==> src/rtl/mips_pkg.sv <==
// mips_pkg: shared MIPS-side types and bus width defaults for the boot path
package mips_pkg;
    localparam int DEF_ADDR_W = 32;
    localparam int DEF_DATA_W = 32;
    typedef enum logic [2:0] {IDLE, LOAD, WRITE, RELEASE, RUN, ERROR} boot_state_t;
endpackage

==> src/rtl/boot_stall_timer.sv <==
// boot_stall_timer: up-counter with clear/enable; tc is high while the count sits at limit-1
// ports: clk, rst_n (async, active-low), clr (zero count, wins over en), en (count up), limit (terminal value), tc
module boot_stall_timer #(
    parameter int W = 8
) (
    input  logic         clk,
    input  logic         rst_n,
    input  logic         clr,
    input  logic         en,
    input  logic [W-1:0] limit,
    output logic         tc
);
    logic [W-1:0] cnt;
    always_ff @(posedge clk or negedge rst_n)
        if (!rst_n) cnt <= '0;
        else if (clr) cnt <= '0;
        else if (en) cnt <= cnt + 1'b1;
    assign tc = cnt == limit - 1'b1;
endmodule

==> src/rtl/boot_loader_ctrl.sv <==
// boot_loader_ctrl: owns the memory bus at boot, streams an image into Memory, then hands the bus to the CPU
// ports: clk, rst_n (async, active-low); start/base_addr/num_words load request; s_valid/s_data/s_ready word source;
//        cpu_cs/cpu_we/cpu_addr CPU bus; mem_* Memory bus; cpu_rst CPU reset; busy/done/err status
module boot_loader_ctrl
    import mips_pkg::*;
#(
    parameter int ADDR_W   = DEF_ADDR_W,
    parameter int DATA_W   = DEF_DATA_W,
    parameter int RST_HOLD = 4,
    parameter int TIMEOUT  = 256
) (
    input  logic              clk,
    input  logic              rst_n,
    input  logic              start,
    input  logic [ADDR_W-1:0] base_addr,
    input  logic [15:0]       num_words,
    input  logic              s_valid,
    input  logic [DATA_W-1:0] s_data,
    output logic              s_ready,
    input  logic              cpu_cs,
    input  logic              cpu_we,
    input  logic [ADDR_W-1:0] cpu_addr,
    output logic              mem_cs,
    output logic              mem_we,
    output logic [ADDR_W-1:0] mem_addr,
    output logic [DATA_W-1:0] mem_wdata,
    output logic              mem_wdata_oe,
    output logic              cpu_rst,
    output logic              busy,
    output logic              done,
    output logic              err
);
    localparam int CW = $clog2((TIMEOUT > RST_HOLD ? TIMEOUT : RST_HOLD) + 1);
    boot_state_t state, state_n;
    logic [ADDR_W-1:0] base_q, addr_q;
    logic [DATA_W-1:0] wdata_q;
    logic [15:0] n_q, i_q;
    logic s_ready_q, wr_q, hs, pass, t_clr, t_en, t_tc;
    assign hs = s_valid && s_ready_q;
    // one timer serves both the LOAD stall count and the RELEASE hold count
    boot_stall_timer #(.W(CW)) u_timer (
        .clk(clk),
        .rst_n(rst_n),
        .clr(t_clr),
        .en(t_en),
        .limit(state == RELEASE ? CW'(RST_HOLD) : CW'(TIMEOUT)),
        .tc(t_tc)
    );
    always_comb begin
        state_n = state;
        t_clr = 1'b1;
        t_en = 1'b0;
        case (state)
            IDLE, ERROR: if (start) state_n = num_words == 16'd0 ? RELEASE : LOAD;
            LOAD: begin
                t_clr = hs;
                t_en = !s_valid;
                state_n = hs ? WRITE : t_tc ? ERROR : LOAD;
            end
            WRITE: state_n = i_q + 16'd1 == n_q ? RELEASE : LOAD;
            RELEASE: begin
                t_clr = 1'b0;
                t_en = 1'b1;
                if (t_tc) state_n = RUN;
            end
            default: state_n = state;
        endcase
    end
    // loader-side strobes are registered from the next state so they line up with it
    always_ff @(posedge clk or negedge rst_n)
        if (!rst_n) begin
            state <= IDLE;
            base_q <= '0;
            addr_q <= '0;
            wdata_q <= '0;
            n_q <= '0;
            i_q <= '0;
            s_ready_q <= 1'b0;
            wr_q <= 1'b0;
        end else begin
            state <= state_n;
            s_ready_q <= state_n == LOAD;
            wr_q <= state_n == WRITE;
            if ((state == IDLE || state == ERROR) && start) begin
                base_q <= base_addr;
                n_q <= num_words;
                i_q <= '0;
            end
            if (hs) begin
                addr_q <= base_q + ADDR_W'(i_q);
                wdata_q <= s_data;
            end
            if (state == WRITE) i_q <= i_q + 16'd1;
        end
    assign pass = state == RELEASE || state == RUN;
    assign mem_cs = pass ? cpu_cs : wr_q;
    assign mem_we = pass ? cpu_we : wr_q;
    assign mem_addr = pass ? cpu_addr : addr_q;
    assign mem_wdata = wdata_q;
    assign mem_wdata_oe = wr_q;
    assign s_ready = s_ready_q;
    assign cpu_rst = state != RUN;
    assign busy = state == LOAD || state == WRITE;
    assign done = state == RUN;
    assign err = state == ERROR;
endmodule

==> config.mk <==
export PLATFORM = sky130hd
export DESIGN_NAME = boot_loader_ctrl
export DESIGN_NICKNAME = d
export VERILOG_FILES = /design/src/rtl/mips_pkg.sv /design/src/rtl/boot_stall_timer.sv /design/src/rtl/boot_loader_ctrl.sv
export SDC_FILE = /design/constraint.sdc
export NUM_CORES = 1
export LEC_CHECK = 0
export BUFFER_PORTS_ARGS = -buffer_cell sky130_fd_sc_hd__buf_2
export CAP_MARGIN = 15
export CORE_ASPECT_RATIO = 0.6
export CORE_MARGIN = 4
export CORE_UTILIZATION = 30
export DETAILED_ROUTE_END_ITERATION = 10
export GPL_TIMING_DRIVEN = 0
export SYNTH_ARGS = -nofsm -noshare
export SYNTH_HDL_FRONTEND = slang
export SYNTH_HIERARCHICAL = 1
export SYNTH_SLANG_ARGS = --single-unit
==> constraint.sdc <==
create_clock -name clk -period 3.6 [get_ports clk]
set_input_delay 0.72 -clock clk [delete_from_list [all_inputs] [get_ports clk]]
set_output_delay 0.72 -clock clk [all_outputs]
set_load 0.01 [all_outputs]
==> reports/metrics.yaml, run 1 <==
finish:
  finalNetCount: 1213
  final_area_um2: 10100
  area_growth_syn_to_layout_pct: 26.7
  multiInputGateArea_um2: 4270
  seq_area_um2: 3550
  n_antenna_cell: 0
  fill_cells: 2608
  layout-drive-gt1-share: 0.289
die:
  die_y_um: 134
  core_um2: 25700
  start_util: 0.310
  io_pins: 190
  dieWidth_um: 218
  die_area_um2: 29300
  rows: 45
grt:
  grt.overflow.total: 0
  grt_max_degree: 82
  grt_pass1_wl_um: 38200
  grtUsageTotal: 0.167
  grt_pass1_vias: 6692
  antenna_found_initial: 3
placed_design:
  dp_hpwl_um: 18600
  dpl_cell_area_um2: 9480
  io_buffers: 189
  routabilityCongestion: 0.852
sta:
  grt_setup_unrepaired: "false"
  slew_violations: 0
  fmax_mhz: 294
  fin_crit_sh: 0.944
  finClkSkew_ns: 0.00751
  setup_viol: 0
  hold_viol: 0
  tightest_slew_ns: 1.02
  period_minus_slack_ns: 3.40
  slew_headroom: 0.319
setup_path:
  r2r_start: "state[0]$_DFF_PN0_"
  cp_slowest_stage_delay_ns: 0.72
  crit_chain: "clkbuf_1, nor3b_1, nor2_4, buf_2, mux2_2, buf_2"
  crit_start: "state[1]$_DFF_PN0_"
  end_kind: "output port"
  crit_path_start_kind: "flop"
  cp.arrival_ns: 2.68
  crit_fanout: 10
  cp_slowest_cell: "nor3b_1"
  cpMostUsedCell: "buf_2"
  required_ns: 2.88
  crit_type: "reg -> out"
route:
  routed_wl_um: 24200
  viasPerCell: 4.81
  drt-pass1-iter-count: 5
  ant_nets: 0
  vias: 6922
  wl_per_cell_um: 16.8
  drt_iter0_markers: 471
  drc_errors: 0
logic_synthesis:
  synth_xor_area_frac: 0.0594
  synth_top_family_by_area: "simple AND/OR/NAND/NOR gates"
  synthMuxAreaShare: 0.117
  async_reset_ff_frac: 1.00
  yosys.area_share.simple: 0.180
  yosys.area_share.adder: 0.0324
  ys_types: 62
  netlist_area_um2: 7960
  synth_compound_area_frac: 0.134
  synth_edf_count: 0
  synthFlopType: "dfrtp_1"
  syn_avg_cell_area_um2: 9.47
  ys_ff_latch: 142
  yosysSeqAreaShare: 0.446
  netlist_instances: 841
  yosys_warnings: 6
clock_tree:
  cts_tree: "yes"
  cts_max_path_buffers: 2
  path_clk_slew_ns: 0.06
  cts_buffers: 17
  clock_latency_ns: 0.42
  htreeDepth: 4
  clock-sinks: 142
  root_buffer: "clkbuf_16"
pwr:
  share_comb_of_total_power: 0.446
  clkPwrFrac: 0.212
  p_sw_w: 0.00352
  p_total_w: 0.00873
  swShare: 0.403
  p_seq_frac: 0.343
  p_per_area_nw_per_um2: 865
  p_leak_nw: 4.80
  p_int_w: 0.00521
  ir_worst_vdd_mv: 0.292
flow_run:
  drv_cap: 0
hold_path:
  hp-class: "in -> async"
run_status:
  outcome: "completed"
[power groups by stage]
stage | Combinational (W) | Clock (W) | Sequential (W)
after floorplan | 0.00266 | 0 | 0.00286
after global placement | 0.00384 | 0 | 0.00299
after detailed placement | 0.00391 | 0 | 0.00300
after CTS | 0.00394 | 0.00190 | 0.00299
after global routing | 0.00436 | 0.00197 | 0.00309
final | 0.00389 | 0.00185 | 0.00299
[sequential cells by signal, summed over array words and instances (netlist names)]
register      cells
base_q           32
mem_wdata        32
mem_wdata_oe      1
state             3
u_timer/cnt       9
addr_q           32
i_q              16
s_ready           1
n_q              16
[cells by family (layout without fill, tap and decap cells)]
logic type	after synthesis	after routing
flops	142	142
mux	83	83
buf+inv	59	278
compound gates	169	169
fa+ha+maj	20	20
simple gates	313	313
xor+xnor	54	54
other cells	1	27
[Yosys cell counts, types with 10 or more instances]
master	count	area, um^2
nand2_1	165	619
dfrtp_1	142	3550
mux2_2	78	878
o21ai_0	59	295
nor2_1	47	176
a21oi_1	35	175
xnor2_1	27	236
xor2_1	27	236
clkbuf_1	26	97.6
ha_1	19	238
inv_1	19	71.3
nand3_1	15	75.1
nand4_1	14	87.6
o31ai_1	14	105
and3_1	12	75.1
nor3_1	11	55.1
nand2b_1	10	62.6
[worst max-delay path: cells and delay by family, from the launching register on]
kind                   cells  cell delay (ns)
and+or+nand+nor            2             0.88
muxes                      1             0.32
buffers and inverters      3             0.67
DFF                        1             0.37
[cell usage in the layout, fill, tap and decap left out, drive strengths merged, types with 4 or more instances in the layout]
| cell type | instances |
|---|---|
| xor2 | 27 |
| o21a | 5 |
| ha | 19 |
| and3 | 12 |
| a31oi | 8 |
| o31ai | 14 |
| inv | 19 |
| buf | 203 |
| clkbuf | 44 |
| and4 | 5 |
| nor4 | 8 |
| a211oi | 9 |
| xnor2 | 27 |
| or3 | 4 |
| nand4 | 14 |
| o211ai | 7 |
| a21oi | 35 |
| clkinv | 5 |
| mux2i | 5 |
| a21o | 9 |
| nand2b | 10 |
| nor3 | 11 |
| conb | 27 |
| o21ai | 60 |
| nor2 | 47 |
| nand3 | 15 |
| mux2 | 78 |
| bufinv | 4 |
| and2 | 7 |
| dfrtp | 142 |
| nand2 | 165 |
[metal layers]
metal,track usage,share of wire
met5,0,0.0014
met4,0.0316,0.0056
met3,0.0417,0.049
met2,0.248,0.43
met1,0.249,0.51
[through the flow]
| stage | utilization | TNS [ns] | hold slack (ns) | cells | worst slack [ns] |
|---|---|---|---|---|---|
| 6_report | 0.393 | 0 | 0.268 | 1438 | 0.201 |
| 5_1_grt | 0.393 | 0 | 0.286 | 1438 | 0.0233 |
| 4_1_cts | 0.393 | 0 | 0.279 | 1439 | 0.0955 |
| 3_5_place_dp | 0.369 | 0 | 0.456 | 1409 | 0.180 |
| 3_3_place_gp | 0.368 | -60.32 | 0.455 | 1408 | -0.440 |
| 2_1_floorplan | - | 0 | 0.424 | 867 | 0.887 |
[worst paths after layout]
kind	endpoint	slack [ns]	cells after the start
max	mem_addr[21]	0.20	6
min	n_q[10]$_DFFE_PN0P_	0.27	1
max reg2reg	s_ready$_DFF_PN0_	0.40	12
min reg2reg	mem_wdata[13]$_DFFE_PN0P_	0.47	2
max in group asynchronous	mem_wdata[6]$_DFFE_PN0P_	2.51	2
min in group clk	mem_wdata[13]$_DFFE_PN0P_	0.47	2
[what timing repair did]
action                                  4_1_cts  5_1_grt
setup buffers                                 0        0
endpoints found under the setup margin       29        8
resized for setup                             2        0
hold buffers                                  0        0
[final cells by class]
class                           instances  share of cell area
Timing Repair Buffer                  190              0.0972
Sequential cell                       142               0.352
Buffer                                 39              0.0165
Multi-Input combinational cell        666               0.424
Tap cell                              352              0.0437
Inverter                               19             0.00707
Clock buffer                           18              0.0426
Clock inverter                         12              0.0170
Note: power is estimated with default switching activity, not from simulation.
==> run 2: changes to the inputs <==
--- a/config.mk
+++ b/config.mk
@@ -12,6 +12,7 @@
 export CORE_UTILIZATION = 30
 export DETAILED_ROUTE_END_ITERATION = 10
 export GPL_TIMING_DRIVEN = 0
+export PLACE_DENSITY_LB_ADDON = 0.05
 export SYNTH_ARGS = -nofsm -noshare
 export SYNTH_HDL_FRONTEND = slang
 export SYNTH_HIERARCHICAL = 1
==> run 2 against run 1 <==
Net effect:
- die area did not move
- critical path depth rose by 2
- sequential share of layout area barely moved
- global-route usage rose by 0.49 points
- via count fell by 0.40%
- sequential power barely moved
==> reports/metrics.yaml, run 2 (synthesized netlist as in run 1, its figures left out) <==
sta:
  period_minus_slack_ns: 3.34  # -0.0550 ns
  hold_viol: 0  # unchanged
  grt_setup_unrepaired: "false"
  fin_crit_sh: 0.929  # -0.0153
  fmax_mhz: 299  # +1.6%
  slew_violations: 0  # unchanged
  setup_viol: 0  # unchanged
  fin_ws_ns: 0.256  # +0.0550 ns
  finalSetupTns_ns: 0  # unchanged
  tightest_slew_ns: 1.03  # +0.00684 ns
  slew_headroom: 0.315  # -0.00456
  finClkSkew_ns: 0.00764  # +0.000126 ns
pwr:
  p_int_w: 0.00513  # -1.6%
  p_total_w: 0.00870  # -0.31%
  p_seq_frac: 0.347  # +0.004
  p_sw_w: 0.00357  # +1.6%
  swShare: 0.411  # +0.00784
  ir_worst_vdd_mv: 0.310  # +6.4%
  share_comb_of_total_power: 0.448  # +0.002
  clkPwrFrac: 0.204  # -0.008
  p_leak_nw: 4.79  # about the same
  p_per_area_nw_per_um2: 863  # -0.24%
clock_tree:
  post_cts_buffers: 0  # unchanged
  cts_tree: "yes"
  cts_buffers: 17  # unchanged
  path_clk_slew_ns: 0.06  # about the same
  clock_latency_ns: 0.43  # about the same
  root_buffer: "clkbuf_16"
  cts-resized-gates: 3  # +1
  htreeDepth: 4  # unchanged
  cts_max_path_buffers: 2  # unchanged
  ctsHoldBuffers: 0  # unchanged
  clock-sinks: 142  # unchanged
setup_path:
  crit_path_start_kind: "flop"
  end_kind: "flop"
  cp_slowest_stage_delay_ns: 0.49  # -0.23 ns
  rrSetupSlack_ns: 0.26  # -0.14 ns
  crit_type: "reg -> reg"
  required_ns: 3.91  # +1.03 ns
  crit_fanout: 7  # -3
  crit_chain: "ha_1, nand3_1, nor2_1, nor3_1, or4_1, nor4_1, o2111ai_1, nor4bb_1"
  cp_slowest_cell: "or4_1"
  cp.arrival_ns: 3.65  # +0.97 ns
route:
  vias: 6894  # -0.40%
  routed_wl_um: 24900  # +2.7%
  drt_iter0_markers: 311  # -34%
  wl_per_cell_um: 17.3  # +2.5%
  drc_errors: 0  # unchanged
  ant_nets: 0  # unchanged
  viasPerCell: 4.79  # -0.54%
  drt-pass1-iter-count: 4  # -1
die:
  dieWidth_um: 218  # unchanged
  io_pins: 190  # unchanged
  core_um2: 25700  # unchanged
  die_area_um2: 29300  # unchanged
  die_y_um: 134  # unchanged
  rows: 45  # unchanged
  start_util: 0.310  # unchanged
finish:
  area_growth_syn_to_layout_pct: 26.6  # about the same
  final_cell_mix: "buf_2 (192), nand2_1 (165), dfrtp_1 (142)"
  instances_no_fill: 1440  # +0.14%
  utilization: 0.392  # about the same
  layout-drive-gt1-share: 0.292  # +0.00314
  n_antenna_cell: 0  # unchanged
  finalNetCount: 1213  # unchanged
  layout_commonest_cell: "buf_2"
placed_design:
  dp_cells: 1409  # unchanged
  place_ws_ns: 0.196  # +0.0160 ns
  routabilityCongestion: 0.797  # -6.5%
  io_buffers: 189  # unchanged
  dp_hpwl_um: 19500  # +4.5%
grt:
  grtUsageTotal: 0.172  # +0.00486
  busiest_layer: "met1"
  grt_max_degree: 73  # -11%
  grt.overflow.total: 0  # unchanged
  grt_use_met3: 0.0335  # -0.00815
  use_met1: 0.276  # +0.0265
  grt_pass1_vias: 6758  # +0.99%
  antenna_found_initial: 0  # -3
  grt_pass1_wl_um: 39200  # +2.8%
  grtUsageMet2: 0.232  # -0.0158
run_status:
  outcome: "completed"
hold_path:
  hp-class: "in -> async"
flow_run:
  drv_cap: 0  # unchanged
==> run 2: cell types whose count changed in the layout (fill, tap and decap cells not counted) <==
| cell | previous run | this run |
|---|---|---|
| buf_2 | 193 | 192 |
| clkbuf_1 | 26 | 24 |
| clkinvlp_4 | 3 | 4 |
| inv_6 | 0 | 2 |
| buf_4 | 1 | 2 |
| bufinv_16 | 4 | 2 |
| clkbuf_8 | 1 | 3 |
| clkbuf_2 | 0 | 1 |
==> run 2: path summary, 6_finish.rpt <==
check,end,start,depth (start not counted)
worst min-delay path,mem_wdata[18]$_DFFE_PN0P_,rst_n,1
min in group clk,mem_wdata[12]$_DFFE_PN0P_,mem_wdata[12]$_DFFE_PN0P_,2
worst min register to register,mem_wdata[12]$_DFFE_PN0P_,mem_wdata[12]$_DFFE_PN0P_,2
worst max register to register,s_ready$_DFF_PN0_,i_q[0]$_DFFE_PN0P_,8
max in group asynchronous,u_timer/cnt[2]$_DFFE_PN0P_,rst_n,2
worst max-delay path,s_ready$_DFF_PN0_,i_q[0]$_DFFE_PN0P_,8
==> run 2: power by group through the flow <==
stage / logic [W] / registers [W] / clock network, W
finish: 0.00390 / 0.00302 / 0.00178
global route: 0.00437 / 0.00314 / 0.00191
CTS: 0.00397 / 0.00302 / 0.00184
detailed placement: 0.00394 / 0.00304 / 0
global placement: 0.00393 / 0.00304 / 0
floorplan: 0.00266 / 0.00286 / 0
==> run 2: final cells by class <==
type	count	area (um^2)
multi-input combinational	666	4270
buffer	39	170
clock buffer	19	453
inverter	19	71.3
tap	352	440
timing repair buffer	190	980
sequential	142	3550
clock inverter	13	136
fill	2689	15600
==> run 2: metrics by stage <==
step                instance area (um^2)  hold slack, ns
global placement                    9450           0.456
finish                             10100           0.281
global route                       10100           0.337
floorplan                           8060           0.424
CTS                                10100           0.307
detailed placement                  9480           0.458
==> run 2: per-layer routing <==
metal,vias up,wire length (um)
li1,3410,-
met1,3333,13700
met2,136,9860
met3,15,1040
met4,0,233
met5,-,0
==> run 2: worst max-delay path, delay by kind of cell, from the launching register on <==
kind                       cells  cell delay, ns
and+or+nand+nor                6            1.96
DFF                            1            0.47
AOI/OAI and AO/OA              1            0.44
adders and majority gates      1            0.34
